[src/rtl/unidade_controle_exp3_if.sv]
// Handshake bundle between the exp3 control unit and its datapath/host.
// master drives the requests and datapath flags; slave is the control unit.
interface unidade_controle_exp3_if;
    logic       iniciar;
    logic       igual;
    logic       fim;
    logic       pausar;
    logic       zera;
    logic       carrega;
    logic       conta;
    logic       pronto;
    logic       acertou;
    logic       errou;
    logic [3:0] db_estado;

    modport master (
        output iniciar, igual, fim, pausar,
        input  zera, carrega, conta, pronto, acertou, errou, db_estado
    );

    modport slave (
        input  iniciar, igual, fim, pausar,
        output zera, carrega, conta, pronto, acertou, errou, db_estado
    );
endinterface

[src/rtl/unidade_controle_exp3.sv]
// Moore control FSM sweeping a 4-bit counter until it matches the switches.
// Optional macro PAUSA_EN adds the pausa state driven by the pausar request.
module unidade_controle_exp3 #(
    parameter int unsigned N_CICLOS = 1
) (
    input logic                     clock,
    input logic                     reset,
    unidade_controle_exp3_if.slave  bus
);

    typedef enum logic [3:0] {
        INICIAL    = 4'h0,
        PREPARACAO = 4'h1,
        COMPARA    = 4'h2,
        PROXIMO    = 4'h3,
        ESPERA     = 4'h4,
        PAUSA      = 4'h5,
        ACERTOU    = 4'hA,
        ERROU      = 4'hE
    } estado_t;

    // The compara cycle counts as the first of N_CICLOS, so espera lasts N_CICLOS-1 cycles.
    localparam logic [7:0] ESPERA_ULTIMO = (N_CICLOS > 1) ? 8'(N_CICLOS - 2) : 8'd0;

    estado_t    estado;
    estado_t    proximo_estado;
    logic [7:0] cont_espera;

    always_ff @(posedge clock) begin
        if (reset) begin
            estado <= INICIAL;
        end else begin
            estado <= proximo_estado;
        end
    end

    always_ff @(posedge clock) begin
        if (reset) begin
            cont_espera <= 8'd0;
        end else if (estado == ESPERA) begin
            cont_espera <= cont_espera + 8'd1;
        end else begin
            cont_espera <= 8'd0;
        end
    end

    always_comb begin
        proximo_estado = estado;
        bus.zera       = 1'b0;
        bus.carrega    = 1'b0;
        bus.conta      = 1'b0;
        bus.pronto     = 1'b0;
        bus.acertou    = 1'b0;
        bus.errou      = 1'b0;
        bus.db_estado  = estado;

        case (estado)
            INICIAL: begin
                if (bus.iniciar) proximo_estado = PREPARACAO;
            end
            PREPARACAO: begin
                bus.zera       = 1'b1;
                proximo_estado = COMPARA;
            end
            COMPARA: begin
                if (bus.igual) proximo_estado = ACERTOU;
`ifdef PAUSA_EN
                else if (bus.pausar) proximo_estado = PAUSA;
`endif
                else if (N_CICLOS > 1) proximo_estado = ESPERA;
                else proximo_estado = PROXIMO;
            end
            ESPERA: begin
                if (cont_espera == ESPERA_ULTIMO) proximo_estado = PROXIMO;
            end
            PROXIMO: begin
                bus.conta = 1'b1;
                // fim means this pulse wraps the datapath from 15 back to 0.
                if (bus.fim) proximo_estado = ERROU;
                else proximo_estado = COMPARA;
            end
`ifdef PAUSA_EN
            PAUSA: begin
                if (!bus.pausar) proximo_estado = COMPARA;
            end
`endif
            ACERTOU: begin
                bus.pronto  = 1'b1;
                bus.acertou = 1'b1;
                if (bus.iniciar) proximo_estado = PREPARACAO;
            end
            ERROU: begin
                bus.pronto = 1'b1;
                bus.errou  = 1'b1;
                if (bus.iniciar) proximo_estado = PREPARACAO;
            end
            default: begin
                proximo_estado = INICIAL;
            end
        endcase
    end

endmodule
[src/flat_wrapper.sv]
// flat-port wrapper written by rule: the top's interface ports become plain ports
module unidade_controle_exp3_flat 
#(
    parameter int unsigned N_CICLOS = 1
)
  (clock, reset, bus_iniciar, bus_igual, bus_fim, bus_pausar, bus_zera, bus_carrega, bus_conta, bus_pronto, bus_acertou, bus_errou, bus_db_estado);
  unidade_controle_exp3_if bus_i ();
  input logic clock;
  input logic reset;
  input wire logic [$bits(bus_i.iniciar)-1:0] bus_iniciar;
  input wire logic [$bits(bus_i.igual)-1:0] bus_igual;
  input wire logic [$bits(bus_i.fim)-1:0] bus_fim;
  input wire logic [$bits(bus_i.pausar)-1:0] bus_pausar;
  output wire logic [$bits(bus_i.zera)-1:0] bus_zera;
  output wire logic [$bits(bus_i.carrega)-1:0] bus_carrega;
  output wire logic [$bits(bus_i.conta)-1:0] bus_conta;
  output wire logic [$bits(bus_i.pronto)-1:0] bus_pronto;
  output wire logic [$bits(bus_i.acertou)-1:0] bus_acertou;
  output wire logic [$bits(bus_i.errou)-1:0] bus_errou;
  output wire logic [$bits(bus_i.db_estado)-1:0] bus_db_estado;
  assign bus_i.iniciar = bus_iniciar;
  assign bus_i.igual = bus_igual;
  assign bus_i.fim = bus_fim;
  assign bus_i.pausar = bus_pausar;
  assign bus_zera = bus_i.zera;
  assign bus_carrega = bus_i.carrega;
  assign bus_conta = bus_i.conta;
  assign bus_pronto = bus_i.pronto;
  assign bus_acertou = bus_i.acertou;
  assign bus_errou = bus_i.errou;
  assign bus_db_estado = bus_i.db_estado;
  unidade_controle_exp3 #(.N_CICLOS(N_CICLOS)) u_core (.clock(clock), .reset(reset), .bus(bus_i));
endmodule
[config.mk]
export PLATFORM = sky130hd
export DESIGN_NAME = unidade_controle_exp3_flat
export DESIGN_NICKNAME = d
export VERILOG_FILES = /design/src/rtl/unidade_controle_exp3_if.sv /design/src/rtl/unidade_controle_exp3.sv /design/src/flat_wrapper.sv
export SDC_FILE = /design/constraint.sdc
export NUM_CORES = 1
export LEC_CHECK = 0
export ABC_AREA = 1
export CAP_MARGIN = 20
export CORE_MARGIN = 8
export CORE_UTILIZATION = 26
export DETAILED_ROUTE_END_ITERATION = 16
export SYNTH_ARGS = -nofsm -noshare
export SYNTH_HDL_FRONTEND = slang
export SYNTH_SLANG_ARGS = --single-unit
[constraint.sdc]
create_clock -name clock -period 1.2 [get_ports clock]
set_clock_uncertainty 0.15 [all_clocks]
set_input_delay 0.12 -clock clock [delete_from_list [all_inputs] [get_ports clock]]
set_output_delay 0.12 -clock clock [all_outputs]
set_load 0.02 [all_outputs]
==> results of run 1 <==
-- final cells by class --
type,instances,area share [%]
timing repair buffer,27,22.5
multi-input combinational,66,40.4
sequential,12,24.1
clock buffer,4,3.46
tap,30,3.58
inverter,16,5.96
-- logic make-up after synthesis --
kind of cell	count (synthesis)	share of synthesized area, %
buffers and inverters	18	11.6
flip-flops	12	35.3
other	1	0.551
adder cells (fa/ha/maj)	2	3.68
AND/OR/NAND/NOR	51	39.2
AO/OA/AOI/OAI	12	9.74
-- worst reg2reg max path: stages (launching register included) --
cell      delay, ns
dfxtp_4        0.37
buf_6          0.12
nor2_4         0.10
inv_4          0.06
nor2_8         0.12
nand2_4        0.09
o21bai_1       0.16
a21oi_1        0.11
-- report_power, final --
group,internal (uW),total (uW),leakage [uW],switching [uW]
registers,469,538,0.0000998,68.8
logic,507,1080,0.000342,576
clock network,184,318,0.0000210,134
-- flip-flops by register name (all words and copies together) (netlist names) --
signal and count:
u_core.cont_espera 8, u_core.bus.db_estado 4
-- path summary, 6_finish.rpt --
check                                          to  slack, ns  cells after the start
max reg2reg      u_core.cont_espera[6]$_SDFF_PP0_      -0.14                      7
min reg2reg      u_core.cont_espera[7]$_SDFF_PP0_       0.34                      2
min          u_core.bus.db_estado[3]$_SDFFE_PP0P_       0.29                      2
max              u_core.cont_espera[6]$_SDFF_PP0_      -0.14                      7
-- metrics by stage --
| step | instances | worst slack, ns | setup TNS [ns] | hold slack, ns |
|---|---|---|---|---|
| final | 155 | -0.141 | -1.49 | 0.287 |
| after global routing | 155 | -0.229 | -2.82 | 0.292 |
| after CTS | 155 | -0.149 | -1.61 | 0.280 |
| after detailed placement | 149 | -0.348 | -3.03 | 0.322 |
| after global placement | 149 | -0.316 | -2.72 | 0.306 |
| after floorplan | 96 | -0.0566 | -0.152 | 0.0320 |
-- repair_timing --
| item | CTS | global route |
|---|---|---|
| pin swaps | 7 | 0 |
| gates resized for setup | 63 | 8 |
| hold endpoints to repair | 0 | 0 |
| endpoints found under the setup margin | 21 | 20 |
| buffers inserted | 2 | 0 |
-- routing by layer --
layer,GRT usage [%],vias up
met4,3.13,0
met5,0,-
met2,13.3,16
met3,2.98,2
li1,-,361
met1,8.42,322
-- layout by cell type (no fill, tap or decap), drive strengths merged --
cell type      netlist  final
buf                  2     22
nand2               19     19
nor2                18     18
inv                 16     16
dfxtp               12     12
a21oi                6      6
nand3                5      5
clkbuf               0      5
clkdlybuf4s50        0      4
nand4                3      3
nor3                 3      3
o21ai                3      3
nand3b               2      2
ha                   2      2
o21a                 1      1
nor3b                1      1
a31oi                1      1
o21bai               1      1
conb                 1      1
==> qor.txt, run 1 <==
Total CTS buffers - 3
Num ports - 16
Worst Path Arrival - 1.39 ns
Post-Syn Nets - 104
Post-synth top cells - inv_1, nand2_1, nor2_1
Crit path largest cell delay - 0.37 ns
R2R Path Start - u_core.bus.db_estado[1]$_SDFFE_PP0P_
Routed Wire Length - 1.59 mm
Post-synth top area cell - dfxtp_1
Critical Path Sink Type - flop
F_max - 0.746 GHz
Top sig layer - met4
Layout area overhead - 54.2%
Sequential cell area - 253 sq um
PortBufs - 13
Placed Area - 938 sq um
Synth Register Bits - 12
Failing checks - setup timing
Count of pins over their slew limit - 0
Period utilization - 112%
Finished Core Util - 42.4%
Drt pass-1 iters - 4
Req. time, crit path - 1.25 ns
VDD IR max - 0.000923 V
Seq/Total Area, Yosys - 35.3%
Vias/cell - 4.52
PD cells - 1850 nW/um^2
Synth warn - 0
Top cells by area, synth - dfxtp_1, inv_1, nand2_1, nor2_1, a21oi_1
Library cells used by synthesis - 26
DR WL/cell - 10.3 microns
Gr ovfl total - 0
Die area - 4510 sq um
Routability cong. - 0.821
Multi-input logic area - 424 sq um
Async SR Flop Fraction - 0%
Pleak - 0.000463 uW
Effective utilization at floorplan - 27.5%
Remaining DRCs - 0
GRT Total Usage - 7.74%
Total Power - 1940 uW
Final setup violation count - 18
Number of flops mapped to enable cells by yosys - 0
Tightest Hold Check Type - in2reg
Root buf cell - clkbuf_4
Delay-heaviest family, CP - flip-flops
TritonCTS Sinks - 12
WS Path Type - reg2reg
Startpoint Class - flop
DR WL met2 - 742 microns
Design Area, Final - 1050 sq um
Buf/Inv on CP - 2
Core area - 2480 sq um
Die Y - 67.2 microns
Final hold vios - 0
Max FO, Critical Path - 6
Routed Antenna Nets - 0
TritonCTS clock tree - yes
Max-cap violations - 0
Fin nets - 134
Via count - 701
Final WS setup - -0.141 ns
Slowest cell on crit path - dfxtp_4
Number of global-route vias before repair - 672
CTS H-tree depth - 1
Post-synth design cell area - 681 sq um
Antenna Diode Count - 0
Largest net degree at the start of global routing - 8
Clock Latency Late Sink - 0.27 ns
Post-CTS Hold Buffers - 0
Post-synth top area share - 35.3%
First-pass GRT wire length - 2.77 mm
1st-iter DRT viols - 20
Clock buffer depth - 2
Crit. Startpoint - u_core.bus.db_estado[1]$_SDFFE_PP0P_
DP HPWL - 1.23 mm
Outcome - finished, violations left
RSZ-0062 raised after global routing - true
Hold_sp - reset
Filler cells - 281
CP cell instances - buf_6 -> nor2_4 -> inv_4 -> nor2_8 -> nand2_4 -> o21bai_1 -> a21oi_1
Min cycle time layout - 1.34 ns
Die W - 67.2 microns
Worst-path clk slew - 0.08 ns
Cells after Synth - 96
Wl on met1 - 673 microns
Met3 wire length - 166 microns
FP Rows - 18
Top_reg_cell synth - dfxtp_1
Fraction of layout cells with a size suffix above 1 - 43.2%
Avg Synthesized Cell Area - 7.09 sq um
Initial antenna violation count - 0
Note: power is estimated with default switching activity, not from simulation.
==> run 2, diff against run 1 <==
Clock period 1.2 ns to 1.3 ns, I/O delays scaled along.
==> run 2 against run 1 <==
Compared with the run above: the flow still finishes with violations (setup timing); worst hold slack got worse by 0.0026 ns; first-iteration DRC count shrank 20%; final area fell by 5.7%; final cell count down 1.3%; critical path depth stayed put; register-to-register slack gained 0.08 ns; critical endpoint unchanged; largest cell class unchanged; worst setup slack gained 0.083 ns.
==> qor.txt, run 2 (synthesized netlist as in run 1, its figures left out) <==
Outcome - finished, violations left
Failing checks - setup timing
Clock Latency Late Sink - 0.27 ns (about the same)
Max FO, Critical Path - 7 (+1)
Startpoint Class - flop
Die W - 67.2 microns (unchanged)
Core area - 2480 sq um (unchanged)
Final-layout setup total negative slack - -0.144 ns (+1.34 ns)
Largest register FFs - 8 (unchanged)
PD cells - 1700 nW/um^2 (-8.0%)
Largest net degree at the start of global routing - 8 (unchanged)
Max-cap violations - 0 (unchanged)
GRT Total Usage - 7.34% (-0.41 points)
Root buf cell - clkbuf_4
Register-to-register setup slack - -0.06 ns (+0.08 ns)
VDD IR max - 0.000755 V (-18%)
Period utilization - 104% (-7.3 points)
Critical Path Sink Type - flop
Final hold vios - 0 (unchanged)
Worst-path clk slew - 0.08 ns (about the same)
Die Y - 67.2 microns (unchanged)
Num ports - 16 (unchanged)
WS Path Type - reg2reg
Routed Antenna Nets - 0 (unchanged)
Final setup violation count - 7 (-11)
F_max - 0.736 GHz (-1.3%)
1st-iter DRT viols - 16 (-20%)
Placed cells - 148 (-0.67%)
Remaining DRCs - 0 (unchanged)
Layout area overhead - 45.4%
CTS H-tree depth - 1 (unchanged)
Die area - 4510 sq um (unchanged)
FP Rows - 18 (unchanged)
DP HPWL - 1.18 mm (-4.4%)
Antenna Diode Count - 0 (unchanged)
Final WS setup - -0.0578 ns (+0.0829 ns)
WHS - 0.284 ns (-0.00256 ns)
Worst Path Arrival - 1.41 ns (+0.02 ns)
Top reg by flops - u_core.cont_espera
Fin nets - 132 (-1.5%)
Count of pins over their slew limit - 0 (unchanged)
DR WL/cell - 9.63 microns (-6.2%)
RSZ-0062 raised after global routing - true
Total CTS buffers - 3 (unchanged)
Gr ovfl total - 0 (unchanged)
PortBufs - 13 (unchanged)
Routability cong. - 0.872 (+6.2%)
Fraction of layout cells with a size suffix above 1 - 37.4% (-5.8 points)
Tightest Hold Check Type - in2reg
Routed Wire Length - 1.47 mm (-7.4%)
Number of global-route vias before repair - 626 (-6.8%)
Vias/cell - 4.33 (-4.2%)
Highest-count cells in the layout ignoring fill and taps - buf_4, nor2_1, nand2_1, inv_1, dfxtp_1
Total Power - 1680 uW (-13%)
Via count - 663 (-5.4%)
Initial antenna violation count - 0 (unchanged)
First-pass GRT wire length - 2.62 mm (-5.4%)
Drt pass-1 iters - 4 (unchanged)
Commonest non-fill, non-tap cell in the layout - buf_4
TritonCTS Sinks - 12 (unchanged)
Effective utilization at floorplan - 27.5% (unchanged)
Clock buffer depth - 2 (unchanged)
Min cycle time layout - 1.36 ns (+0.0171 ns)
Req. time, crit path - 1.36 ns (+0.11 ns)
Finished Core Util - 39.9% (-2.4 points)
TritonCTS clock tree - yes
Pleak - 0.000445 uW (-3.9%)
Finished Layout Cells - 153 (-1.3%)
[run 2: cell count changes in the layout (fill, tap and decap cells not counted), moves of 2 or more]
cell / previous run / this run
a21oi_1: 3 / 5
a21oi_2: 3 / 1
buf_2: 1 / 3
buf_4: 14 / 16
buf_6: 7 / 1
nand2_2: 1 / 3
nor2_1: 11 / 14
nor2_2: 4 / 1
[run 2: final timing paths]
kind	from	end	cells after the start
max reg2reg	u_core.bus.db_estado[1]$_SDFFE_PP0P_	u_core.cont_espera[6]$_SDFF_PP0_	7
min reg2reg	u_core.cont_espera[0]$_SDFF_PP0_	u_core.cont_espera[0]$_SDFF_PP0_	1
max	u_core.bus.db_estado[1]$_SDFFE_PP0P_	u_core.cont_espera[6]$_SDFF_PP0_	7
min	reset	u_core.bus.db_estado[3]$_SDFFE_PP0P_	2
[run 2: timing repair]
action	CTS	global route
setup buffers	3	0
hold endpoints to repair	0	0
pin swaps	6	1
resized for setup	49	4
hold buffers	0	0
endpoints found under the setup margin	12	15
[run 2: critical path, cell delays in order (launching register included)]
cell and delay [ns]:
dfxtp_2 0.35, buf_6 0.14, nor2_4 0.10, inv_2 0.07
nor2_8 0.13, nand2_4 0.09, o21bai_1 0.16, a21oi_1 0.10
[run 2: per-stage QoR]
step	instance area [sq um]	setup WS, ns
final	990	-0.0578
after global routing	990	-0.113
after CTS	985	-0.0661
after detailed placement	927	-0.270
after global placement	927	-0.222
after floorplan	696	0.0250
[run 2: metal layers]
metal  wire length (microns)  up-vias  global-route usage [%]  part of all wire, %
met4                       6        0                    3.92                 0.41
met3                     129        2                    2.48                  8.8
li1                        -      355                       -                    -
met2                     623       16                    11.7                   42
met1                     714      290                    8.52                   48
met5                       0        -                       0                    0
[run 2: report_power, final]
part | switching [uW] | leakage (uW) | internal (uW)
Sequential | 58.1 | 0.0000994 | 429
Combinational | 510 | 0.000325 | 393
Clock | 123 | 0.0000210 | 170
[run 2: layout make-up]
| cell class | instances | area [sq um] |
|---|---|---|
| flip-flops and latches | 12 | 250 |
| clock buffers | 4 | 36.3 |
| repair buffers | 25 | 196 |
| inverters | 16 | 60.1 |
| fillers | 280 | 1490 |
| multi-input cells | 66 | 409 |
| well taps | 30 | 37.5 |
==> run 3, diff against run 2 <==
Settings changed: DONT_BUFFER_PORTS from default to 1, SLEW_MARGIN from default to 30.
==> run 3 against run 2 <==
Compared with the run above: the flow still finishes with violations (setup timing); critical path type is now reg2out; flip-flop and latch count did not move; non-clock buffer count did not move; largest power group unchanged; first-iteration DRC count rose by 130%; wire length rose by 12%; critical endpoint is now bus_zera.
==> qor.txt, run 3 (synthesized netlist as in run 1, its figures left out) <==
Outcome - finished, violations left
Failing checks - setup timing
Tightest Hold Check Type - reg2reg
1st-iter DRT viols - 37 (+21)
TritonCTS clock tree - yes
Max FO, Critical Path - 3 (-4)
Worst Setup EP - bus_zera
Fraction of layout cells with a size suffix above 1 - 41.0% (+3.6 points)
Count of pins over their slew limit - 0 (unchanged)
First-pass GRT wire length - 2.78 mm (+6.0%)
Crit. Startpoint - u_core.bus.db_estado[0]$_SDFFE_PP0P_
Final hold vios - 0 (unchanged)
Layout area overhead - 54.0%
PD cells - 1710 nW/um^2 (+0.64%)
Period utilization - 107% (+2.5 points)
CP cell instances - inv_4 -> buf_6 -> nor3_2 -> buf_4
Die Y - 67.2 microns (unchanged)
R2R cell count - 7 (unchanged)
Buf/Inv on CP - 3 (+1)
FF-to-FF End - u_core.cont_espera[6]$_SDFF_PP0_
Fin nets - 132 (unchanged)
CTS H-tree depth - 1 (unchanged)
VDD IR max - 0.000915 V (+21%)
FP Rows - 18 (unchanged)
Initial antenna violation count - 0 (unchanged)
Routed Antenna Nets - 0 (unchanged)
Crit path depth - 4 (-3)
TritonCTS Sinks - 12 (unchanged)
F_max - 0.720 GHz (-2.3%)
Gr ovfl total - 0 (unchanged)
Remaining DRCs - 0 (unchanged)
Vias/cell - 4.64 (+7.0%)
Placed Area - 797 sq um (-14%)
RSZ-0062 raised after global routing - true
DR WL/cell - 10.9 microns (+13%)
Worst Path Arrival - 1.11 ns (-0.30 ns)
Die W - 67.2 microns (unchanged)
Core area - 2480 sq um (unchanged)
Req. time, crit path - 1.02 ns (-0.34 ns)
Drt pass-1 iters - 4 (unchanged)
Filler cells - 253 (-9.6%)
Crit path largest cell delay - 0.37 ns (+0.02 ns)
Via count - 705 (+6.3%)
Register-to-register setup slack - -0.06 ns (about the same)
Routability cong. - 0.796 (-8.7%)
Sequential cell area - 255 sq um (+2.0%)
WS Path Type - reg2out
Root buf cell - clkbuf_4
Num ports - 16 (unchanged)
R2R Path Start - u_core.bus.db_estado[0]$_SDFFE_PP0P_
Min cycle time layout - 1.39 ns (+0.0320 ns)
Critical Path Sink Type - output port
Commonest non-fill, non-tap cell in the layout - nand2_1
Number of global-route vias before repair - 649 (+3.7%)
Slowest cell on crit path - dfxtp_4
Final setup violation count - 7 (unchanged)
Worst Hold Path Cells - 1 (-1)
Effective utilization at floorplan - 27.5% (unchanged)
Largest net degree at the start of global routing - 8 (unchanged)
Top reg by flops - u_core.cont_espera
PortBufs - 0 (-13)
Final WS setup - -0.0898 ns (-0.0320 ns)
Pleak - 0.000446 uW (+0.20%)
Highest-count cells in the layout ignoring fill and taps - nand2_1, nor2_1, buf_6, inv_1, buf_4
Antenna Diode Count - 0 (unchanged)
Multi-input logic area - 422 sq um (+3.1%)
Delay-heaviest family, CP - flip-flops
Routed Wire Length - 1.65 mm (+12%)
GRT Total Usage - 7.88% (+0.54 points)
Max-cap violations - 0 (unchanged)
Pre-CTS setup slack - -0.0186 ns (+0.251 ns)
Clock Latency Late Sink - 0.27 ns (about the same)
Worst-path clk slew - 0.07 ns (about the same)
DP HPWL - 1.13 mm (-4.4%)
Startpoint Class - flop
Clock buffer depth - 2 (unchanged)
Design Area, Final - 1050 sq um (+5.9%)
Total CTS buffers - 3 (unchanged)
Largest register FFs - 8 (unchanged)
Die area - 4510 sq um (unchanged)
==> run 3: where the power goes <==
part / switching [uW] / internal [uW] / total (uW)
Combinational: 563 / 498 / 1060
Clock: 114 / 107 / 221
Sequential: 71.5 / 440 / 512
==> run 3: layout make-up <==
class	instances	share of cell area, %
Timing Repair Buffer	25	23.5
Clock buffer	3	2.15
Sequential cell	12	24.3
Tap cell	30	3.58
Inverter	16	6.21
Multi-Input combinational cell	66	40.2
==> run 3: how the worst min path moves through the flow <==
stage                                          start                                    to  slack (ns)
floorplan                                      reset  u_core.bus.db_estado[3]$_SDFFE_PP0P_        0.04
global placement                               reset  u_core.bus.db_estado[3]$_SDFFE_PP0P_        0.05
detailed placement                             reset  u_core.bus.db_estado[3]$_SDFFE_PP0P_        0.05
CTS                 u_core.cont_espera[0]$_SDFF_PP0_      u_core.cont_espera[0]$_SDFF_PP0_        0.32
global route        u_core.cont_espera[0]$_SDFF_PP0_      u_core.cont_espera[0]$_SDFF_PP0_        0.35
finish              u_core.cont_espera[0]$_SDFF_PP0_      u_core.cont_espera[0]$_SDFF_PP0_        0.31
==> run 3: layer usage <==
| metal | vias up | global-route usage [%] | share of wire [%] |
|---|---|---|---|
| met5 | - | 0 | 0 |
| met4 | 0 | 3.13 | 1.7 |
| met3 | 4 | 3.15 | 10 |
| met2 | 21 | 13.3 | 45 |
| met1 | 322 | 8.70 | 43 |
| li1 | 358 | - | - |
==> run 3: through the flow <==
step | hold slack [ns] | std cells | TNS, ns | util [%] | power [uW]
floorplan | 0.0420 | 96 | 0 | - | 1020
global placement | 0.0519 | 135 | 0 | 32.2 | 1210
detailed placement | 0.0510 | 135 | -0.0186 | 32.2 | 1220
CTS | 0.325 | 151 | -0.363 | 40.3 | 1700
global route | 0.345 | 152 | -1.59 | 42.3 | 1930
finish | 0.315 | 152 | -0.438 | 42.3 | 1790
==> run 3: timing repair <==
action	in CTS	in global routing
endpoints found under the setup margin	6	16
pin swaps	5	3
hold buffers	4	0
buffers inserted	10	1
cloned	0	0
hold endpoints to repair	6	0
resized for setup	21	14
